## src/rtl/elevator_ctrl.sv

```systemverilog
// elevator_ctrl: 4-floor car controller with SCAN scheduling and timed door dwell.
// Optional DOOR_HOLD_EN adds a door_hold input that keeps the door open while it is high.
module elevator_ctrl #(
  parameter int TRAVEL_CYCLES = 50_000_000,
  parameter int DOOR_CYCLES   = 100_000_000
) (
  input  logic       clk,
  input  logic       rst_n,
  input  logic [3:0] req,
`ifdef DOOR_HOLD_EN
  input  logic       door_hold,
`endif
  output logic [1:0] floor,
  output logic       moving_up,
  output logic       moving_down,
  output logic       door_open,
  output logic [3:0] pending
);
  localparam int MAXC = TRAVEL_CYCLES > DOOR_CYCLES ? TRAVEL_CYCLES : DOOR_CYCLES;
  localparam int TW = MAXC > 1 ? $clog2(MAXC) : 1;
  localparam logic [TW-1:0] TRAVEL_LD = TW'(TRAVEL_CYCLES - 1);
  localparam logic [TW-1:0] DOOR_LD = TW'(DOOR_CYCLES - 1);
  typedef enum logic [1:0] {IDLE, MOVE, DOOR} state_t;
  state_t state, state_n;
  logic dir, dir_n, hold;
  logic [1:0] floor_n, nf;
  logic [TW-1:0] timer, timer_n;
  logic [3:0] pending_n, clr;
`ifdef DOOR_HOLD_EN
  assign hold = door_hold;
`else
  assign hold = 1'b0;
`endif
  function automatic logic above_of(input logic [1:0] f, input logic [3:0] p);
    return |(p & (4'b1110 << f));
  endfunction
  function automatic logic below_of(input logic [1:0] f, input logic [3:0] p);
    return |(p & ~(4'b1111 << f));
  endfunction
  assign nf = dir ? floor + 2'd1 : floor - 2'd1;
  always_comb begin
    state_n = state;
    dir_n = dir;
    floor_n = floor;
    timer_n = timer;
    case (state)
      IDLE: begin
        if (pending[floor]) begin
          state_n = DOOR;
          timer_n = DOOR_LD;
        end else if (above_of(floor, pending) && (dir || !below_of(floor, pending))) begin
          state_n = MOVE;
          dir_n = 1'b1;
          timer_n = TRAVEL_LD;
        end else if (below_of(floor, pending)) begin
          state_n = MOVE;
          dir_n = 1'b0;
          timer_n = TRAVEL_LD;
        end
      end
      MOVE: begin
        if (timer != '0) begin
          timer_n = timer - 1'b1;
        end else begin
          floor_n = nf;
          if (pending[nf]) begin
            state_n = DOOR;
            timer_n = DOOR_LD;
          end else if (dir ? above_of(nf, pending) : below_of(nf, pending)) begin
            timer_n = TRAVEL_LD;
          end else begin
            state_n = IDLE;
          end
        end
      end
      DOOR: begin
        if (hold) timer_n = DOOR_LD;
        else if (timer != '0) timer_n = timer - 1'b1;
        else state_n = IDLE;
      end
      default: state_n = IDLE;
    endcase
    // calls for the floor the door is open at are served immediately, never latched
    clr = (state_n == DOOR || state == DOOR) ? 4'b0001 << floor_n : 4'b0000;
    pending_n = (pending | req) & ~clr;
  end
  always_ff @(posedge clk) begin
    if (!rst_n) begin
      state <= IDLE;
      dir <= 1'b1;
      floor <= 2'd0;
      timer <= '0;
      pending <= 4'b0000;
    end else begin
      state <= state_n;
      dir <= dir_n;
      floor <= floor_n;
      timer <= timer_n;
      pending <= pending_n;
    end
  end
  assign moving_up = (state == MOVE) && dir;
  assign moving_down = (state == MOVE) && !dir;
  assign door_open = state == DOOR;
endmodule

```

## config.mk

```make
export PLATFORM = sky130hd
export DESIGN_NAME = elevator_ctrl
export DESIGN_NICKNAME = d
export VERILOG_FILES = /design/src/rtl/elevator_ctrl.sv
export SDC_FILE = /design/constraint.sdc
export NUM_CORES = 1
export LEC_CHECK = 0
export ABC_AREA = 1
export CAP_MARGIN = 20
export CORE_UTILIZATION = 25
export DETAILED_ROUTE_END_ITERATION = 16
export PLACE_DENSITY = 0.37
export SYNTH_ARGS = -nofsm -noshare
export SYNTH_HDL_FRONTEND = slang
export SYNTH_SLANG_ARGS = --single-unit
```

## constraint.sdc

```tcl
create_clock -name clk -period 2.75 [get_ports clk]
set_input_delay 0.55 -clock clk [delete_from_list [all_inputs] [get_ports clk]]
set_output_delay 0.55 -clock clk [all_outputs]
set_load 0.005 [all_outputs]
```

==> impl_metrics.yaml, run 1 <==
finish:
  layout.cell_area.non_filler_sq_um: 3058
  final_layout_size_suffix_gt1_frac: 0.09070
  antenna-diode-count: 0
  multi_input_area_sq_um: 1684
  post_layout_nonfiller_instances: 577
  nNetsFinal: 453
  ff_latch_area_sq_um: 720.7
  syn_to_final_growth_pct: 15.61
  fillers: 1166
clocking:
  numClockSinks: 36
  cts_tree: "done"
  tritoncts.num_buffers: 5
  ctsResizeCount: 0
  h_tree_levels: 2
  post_cts_hold_buffer_count: 0
  cts_setup_buffers: 0
  worst_setup_hold_path_clk_slew_ns: 0.09
  worstSkewPairLatency_ns: 0.30
  clockRootBuffer: "sky130_fd_sc_hd__clkbuf_8"
  maximum_buffer_depth_of_the_clock_tree: 2
sta:
  final_max_slew_viol_count: 0
  timing_worst_slew_pin_value_ns: 0.5247
  finalHoldViolations: 0
  fmax_mhz: 420.2
  timing.clock.skew_ns: 0.009134
  worst_relative_slew_slack: 0.6489
  final.setup.tns_ns: 0
  final.period_utilization: 0.8654
  rsz0062_at_grt: "no"
  setup_viol: 0
  postLayoutSetupSlackWorst_ns: 0.3701
  final.min_clock_period_ns: 2.380
synth:
  ys_ff_latch: 36
  dominantRegCellSynth: "sky130_fd_sc_hd__dfxtp_1"
  count_of_flip_flops_with_a_built_in_enable_after_synthesis: 0
  synth_top_family_by_area: "simple AND/OR/NAND/NOR gates"
  synth_fa_ha_area_frac: 0.03311
  syn_inst: 421
  ys_async_sr_fraction: 0
  seq_area_frac_synth: 0.2725
  synth_compound_area_frac: 0.1566
  postSynthAreaPerCell_sq_um: 6.283
  yosys.cell_types.count: 32
  synth_simple_gate_area_share: 0.3874
  synth.mux.area_fraction: 0
  synth-xor-area-share: 0.05960
  synth.cell_area_sq_um: 2645
  synth_nets: 434
  ys.warnings.count: 0
floorplanning:
  placeable_core_area_sq_um: 10280
  die_area_sq_um: 11000
  floorplan.rows: 37
  effective_utilization_at_floorplan: 0.2574
  io-pin-count: 15
  die_h_microns: 104.9
  die-width_microns: 104.9
worst_setup_path:
  critical-path-slowest-cell: "sky130_fd_sc_hd__clkdlybuf4s50_1"
  cpMostUsedCell: "sky130_fd_sc_hd__inv_1"
  end_kind: "primary output"
  cp_cell_sequence: "inv_1 > ha_1 > inv_1 > nor2_1 > clkdlybuf4s50_1"
  criticalPathCategory: "flip-flop to primary output"
  crit_fanout: 5
  required_ns: 2.20
  critical_path.max_stage_delay_ns: 0.51
  timing.critical_path.arrival_ns: 1.83
  cp-start-kind: "flip-flop"
power_and_ir_drop:
  power.static_leakage_uw: 0.001324
  ir_drop_mv: 0.4485
  p_per_area_nw_per_um2: 1140
routing:
  detailroute.via_count: 2636
  routed_len_inst_microns: 14.08
  post-route-drc-count: 0
  drt_first_pass_iters: 4
  totalWireLength_mm: 8.123
  route.detailed.vias_per_inst: 4.568
  ant_nets: 0
  drt_iter0_drc: 97
flow_run:
  drv.max_cap_violation_count: 0
grt:
  gr-usage-all-layers: 0.1561
  pin_count_of_the_biggest_net_entering_global_routing: 26
  grt_pass1_wl_mm: 13.46
  globalRouteOverflowTotal: 0
  grt_antenna_before_repair: 0
  first_global_vias: 2698
place:
  hpwl_mm: 6.270
  dpl_cell_area_sq_um: 2947
  globalplace.congestion: 0.8153
  dp_worst_setup_slack_ns: 0.4564
  placement.io_buffers: 14
  dp_cells: 569
worst_hold_path:
  hold_path.class: "flip-flop to flip-flop"
outcome:
  run_status: "finished clean"
[synth_stat cells (2+ instances only)]
cell type	instances	share of area
sky130_fd_sc_hd__ha_1	7	0.033
sky130_fd_sc_hd__nand3_2	2	0.0076
sky130_fd_sc_hd__o211ai_1	5	0.014
sky130_fd_sc_hd__nand3_1	31	0.059
sky130_fd_sc_hd__nor2_2	4	0.0095
sky130_fd_sc_hd__nor2_1	58	0.082
sky130_fd_sc_hd__nand2_1	110	0.16
sky130_fd_sc_hd__a21oi_1	38	0.072
sky130_fd_sc_hd__nand2_2	3	0.0071
sky130_fd_sc_hd__xnor2_1	3	0.0099
sky130_fd_sc_hd__nand2_4	2	0.0085
sky130_fd_sc_hd__nand4_1	6	0.014
sky130_fd_sc_hd__o21ai_1	4	0.0076
sky130_fd_sc_hd__dfxtp_1	36	0.27
sky130_fd_sc_hd__nor3_1	4	0.0076
sky130_fd_sc_hd__inv_1	40	0.057
sky130_fd_sc_hd__or2_1	2	0.0047
sky130_fd_sc_hd__clkbuf_1	5	0.0071
sky130_fd_sc_hd__buf_6	4	0.017
sky130_fd_sc_hd__o21ai_0	24	0.045
sky130_fd_sc_hd__inv_2	4	0.0057
sky130_fd_sc_hd__nor2_4	5	0.021
sky130_fd_sc_hd__xor2_1	15	0.050
[registers in the layout, indices dropped and copies added (netlist names)]
register,cells
timer,27
floor,2
dir,1
pending,4
state,2
[cell usage in the layout, fill, tap and decap left out, drive strengths merged, types with 2 or more instances in the layout]
| cell | synthesis | layout |
|---|---|---|
| inv | 45 | 45 |
| nand2 | 115 | 115 |
| o211ai | 5 | 5 |
| nor2 | 68 | 68 |
| clkbuf | 5 | 5 |
| a21oi | 40 | 40 |
| clkdlybuf4s50 | 0 | 14 |
| or2 | 2 | 2 |
| nand4 | 6 | 6 |
| xor2 | 15 | 15 |
| buf | 5 | 8 |
| o21ai | 28 | 28 |
| dfxtp | 36 | 36 |
| ha | 7 | 7 |
| xnor2 | 3 | 3 |
| nand3 | 33 | 33 |
| nor3 | 4 | 4 |
[power breakdown]
group | internal (uW) | switching (uW) | leakage, uW
Combinational | 715 | 1330 | 0.000971
Sequential | 715 | 229 | 0.000298
Clock | 269 | 233 | 0.0000541
[per-layer routing]
| metal | share of wire | global-route usage |
|---|---|---|
| met2 | 0.48 | 0.2753 |
| met5 | 0 | 0 |
| met3 | 0.027 | 0.02558 |
| met4 | 0.014 | 0.04326 |
| met1 | 0.48 | 0.1950 |
[logic make-up after synthesis]
group           after synthesis
simple gates                229
compound gates               76
buf+inv                      55
flops                        36
xor+xnor                     18
fa+ha+maj                     7
[critical path: cells and delay by family (launching register included)]
kind | cells | cell delay (ns)
fa+ha+maj | 1 | 0.30
buf+inv | 3 | 0.75
flops | 1 | 0.38
simple gates | 1 | 0.11
[worst paths after layout]
| kind | slack (ns) | end | cells past startpoint | startpoint |
|---|---|---|---|---|
| max | 0.37 | moving_down | 5 | state[1] |
| min | 0.48 | timer[1] | 2 | timer[1] |
| max reg2reg | 0.43 | timer[10] | 14 | floor[1] |
| min reg2reg | 0.48 | timer[1] | 2 | timer[1] |
[stage by stage]
| stage | hold WS (ns) | power [uW] | util |
|---|---|---|---|
| finish | 0.4833 | 3487 | 0.2975 |
| global route | 0.5102 | 3845 | 0.2975 |
| CTS | 0.4894 | 3523 | 0.2975 |
| detailed placement | 0.4759 | 3016 | 0.2867 |
| global placement | 0.4759 | 3042 | 0.2867 |
| floorplan | 0.4473 | 2413 | - |
[cell type report]
class | count | area share
multi-input cells | 330 | 0.5507
flip-flops and latches | 36 | 0.2357
repair buffers | 22 | 0.06547
inverters | 45 | 0.05606
well taps | 136 | 0.05565
clock buffers | 5 | 0.02250
clock inverters | 3 | 0.01391
(Power assumes the default switching activity.)
==> run 2, diff against run 1 <==
DONT_BUFFER_PORTS = 1   (was default)
GPL_TIMING_DRIVEN = 0   (was default)
PLACE_DENSITY = 0.35   (was 0.37)
==> run 2 against run 1 <==
Net effect:
- register-to-register slack got worse by 0.06 ns
- combinational power about the same
- critical path depth rose by 10
- first-iteration DRC count decreased by 13%
- worst setup slack worse by 0.00053 ns
- flip-flop and latch count unchanged
- non-clock buffer count shrank 12
- largest cell class unchanged
- highest routed layer unchanged
==> impl_metrics.yaml, run 2 (same netlist as run 1, synthesis figures left out) <==
grt:
  gr-usage-all-layers: 0.1624
  pin_count_of_the_biggest_net_entering_global_routing: 11
  grt_antenna_before_repair: 0
  grt_pass1_wl_mm: 13.68
  first_global_vias: 2600
  globalRouteOverflowTotal: 0
clocking:
  worst_setup_hold_path_clk_slew_ns: 0.08
  cts_tree: "done"
  tritoncts.num_buffers: 5
  cts_setup_buffers: 0
  numClockSinks: 36
  worstSkewPairLatency_ns: 0.29
  h_tree_levels: 2
  clockRootBuffer: "sky130_fd_sc_hd__clkbuf_8"
  post_cts_hold_buffer_count: 0
  maximum_buffer_depth_of_the_clock_tree: 2
floorplanning:
  floorplan.rows: 37
  die_h_microns: 104.9
  die_area_sq_um: 11000
  effective_utilization_at_floorplan: 0.2574
  die-width_microns: 104.9
  io-pin-count: 15
  placeable_core_area_sq_um: 10280
sta:
  timing_worst_slew_pin_value_ns: 0.5851
  rsz0062_at_grt: "no"
  final.min_clock_period_ns: 2.380
  finalHoldViolations: 0
  finalHoldWorstSlack_ns: 0.3966
  worst_relative_slew_slack: 0.6100
  timing.clock.skew_ns: 0.01261
  final.period_utilization: 0.8656
  setup_viol: 0
  fmax_mhz: 420.1
  final.setup.tns_ns: 0
  final_max_slew_viol_count: 0
worst_setup_path:
  criticalPathCategory: "flip-flop to flip-flop"
  timing.critical_path.arrival_ns: 2.61
  reg2reg_slack_ns: 0.37
  end_kind: "flip-flop"
  crit_fanout: 10
  required_ns: 2.98
  cp-start-kind: "flip-flop"
finish:
  syn_to_final_growth_pct: 9.934
  largest_reg_flops: 27
  ff_latch_area_sq_um: 720.7
  final_layout_size_suffix_gt1_frac: 0.08392
  reg_top3: "timer x27, pending x4"
  fillers: 1221
  nNetsFinal: 441
  largest-register: "timer"
  commonest_cells_after_routing_fill_and_taps_aside: "110 x sky130_fd_sc_hd__nand2_1, 57 x sky130_fd_sc_hd__nor2_1, 40 x sky130_fd_sc_hd__inv_1"
  layout.cell_area.non_filler_sq_um: 2908
  post_layout_nonfiller_instances: 565
  layout.cells.most_common: "sky130_fd_sc_hd__nand2_1"
  multi_input_area_sq_um: 1687
  antenna-diode-count: 0
routing:
  totalWireLength_mm: 8.282
  drt_iter0_drc: 84
  route.detailed.vias_per_inst: 4.618
  ant_nets: 0
  post-route-drc-count: 0
  drt_first_pass_iters: 4
  routed_len_inst_microns: 14.66
  detailroute.via_count: 2609
outcome:
  run_status: "finished clean"
place:
  dp_cells: 557
  hpwl_mm: 6.374
  dpl_cell_area_sq_um: 2815
  placement.io_buffers: 0
  globalplace.congestion: 0.7768
power_and_ir_drop:
  p_per_area_nw_per_um2: 1154
  finalPower_uw: 3354
  ir_drop_mv: 0.3169
  power.static_leakage_uw: 0.001258
worst_hold_path:
  hold_path.class: "input port to flip-flop"
flow_run:
  drv.max_cap_violation_count: 0
run 2: cell types whose count changed in the layout (fill, tap and decap cells not counted), moves of 4 or more:
cell                              change
sky130_fd_sc_hd__buf_6                +4
sky130_fd_sc_hd__buf_4                -8
sky130_fd_sc_hd__clkbuf_1             +7
sky130_fd_sc_hd__clkdlybuf4s50_1     -14
run 2: critical path, stage by stage, from the launching register on:
cell and delay, ns:
sky130_fd_sc_hd__dfxtp_1 0.31, sky130_fd_sc_hd__clkbuf_1 0.25, sky130_fd_sc_hd__xnor2_1 0.18, sky130_fd_sc_hd__ha_1 0.31, sky130_fd_sc_hd__inv_1 0.09, sky130_fd_sc_hd__nand2_1 0.05, sky130_fd_sc_hd__nand2_1 0.12, sky130_fd_sc_hd__inv_1 0.08
sky130_fd_sc_hd__nand2_1 0.11, sky130_fd_sc_hd__nor2_4 0.06, sky130_fd_sc_hd__nor2_4 0.14, sky130_fd_sc_hd__buf_6 0.17, sky130_fd_sc_hd__nand2_1 0.11, sky130_fd_sc_hd__o21ai_0 0.17, sky130_fd_sc_hd__nand2_1 0.06, sky130_fd_sc_hd__nor2_1 0.08
run 2: where the power goes:
part           switching, uW  leakage, uW  total, uW  internal, uW
logic                   1360     0.000914       2020           665
registers                210     0.000298        925           715
clock network            203    0.0000455        408           205
total                   1770      0.00126       3350          1590
run 2: final cells by class:
type,instances,share of cell area
Buffer,10,0.02367
Clock buffer,8,0.03098
Inverter,45,0.05895
Multi-Input combinational cell,330,0.5800
Sequential cell,36,0.2478
Tap cell,136,0.05852
run 2: timing repair:
action	CTS	global route
endpoints found under the hold margin	0	0
resized for setup	0	1
setup endpoints to repair	0	5
run 2: final timing paths:
kind                             endpoint  depth (start not counted)      from
worst min-delay path             timer[3]                          2     rst_n
worst max-delay path            timer[10]                         15       dir
worst max register to register  timer[10]                         15       dir
worst min register to register   timer[1]                          2  timer[1]
run 2: metrics by stage:
| step | worst slack, ns | utilization |
|---|---|---|
| after global routing | 0.004839 | 0.2829 |
| after CTS | 0.2153 | 0.2827 |
| after floorplan | 0.6942 | - |
| final | 0.3695 | 0.2829 |
| after global placement | 0.2698 | 0.2739 |
| after detailed placement | 0.2462 | 0.2739 |
run 2: routing by layer:
metal | track usage | up-vias | wire, microns
met4 | 0.05131 | 0 | 161
met1 | 0.2101 | 1188 | 3989
li1 | - | 1371 | -
met2 | 0.2786 | 40 | 3911
met5 | 0 | - | 0
met3 | 0.02121 | 10 | 219
==> run 3, diff against run 2 <==
==> constraint.sdc (replaced) <==
create_clock -name clk -period 2.75 [get_ports clk]
set_input_delay 0.4125 -clock clk [delete_from_list [all_inputs] [get_ports clk]]
set_output_delay 0.4125 -clock clk [all_outputs]
set_load 0.005 [all_outputs]
==> results of run 3 <==
The final DEF is identical to that of run 2. Status: finished clean.
Among the figures that moved: hold slack 0.3966 ns -> 0.2591 ns
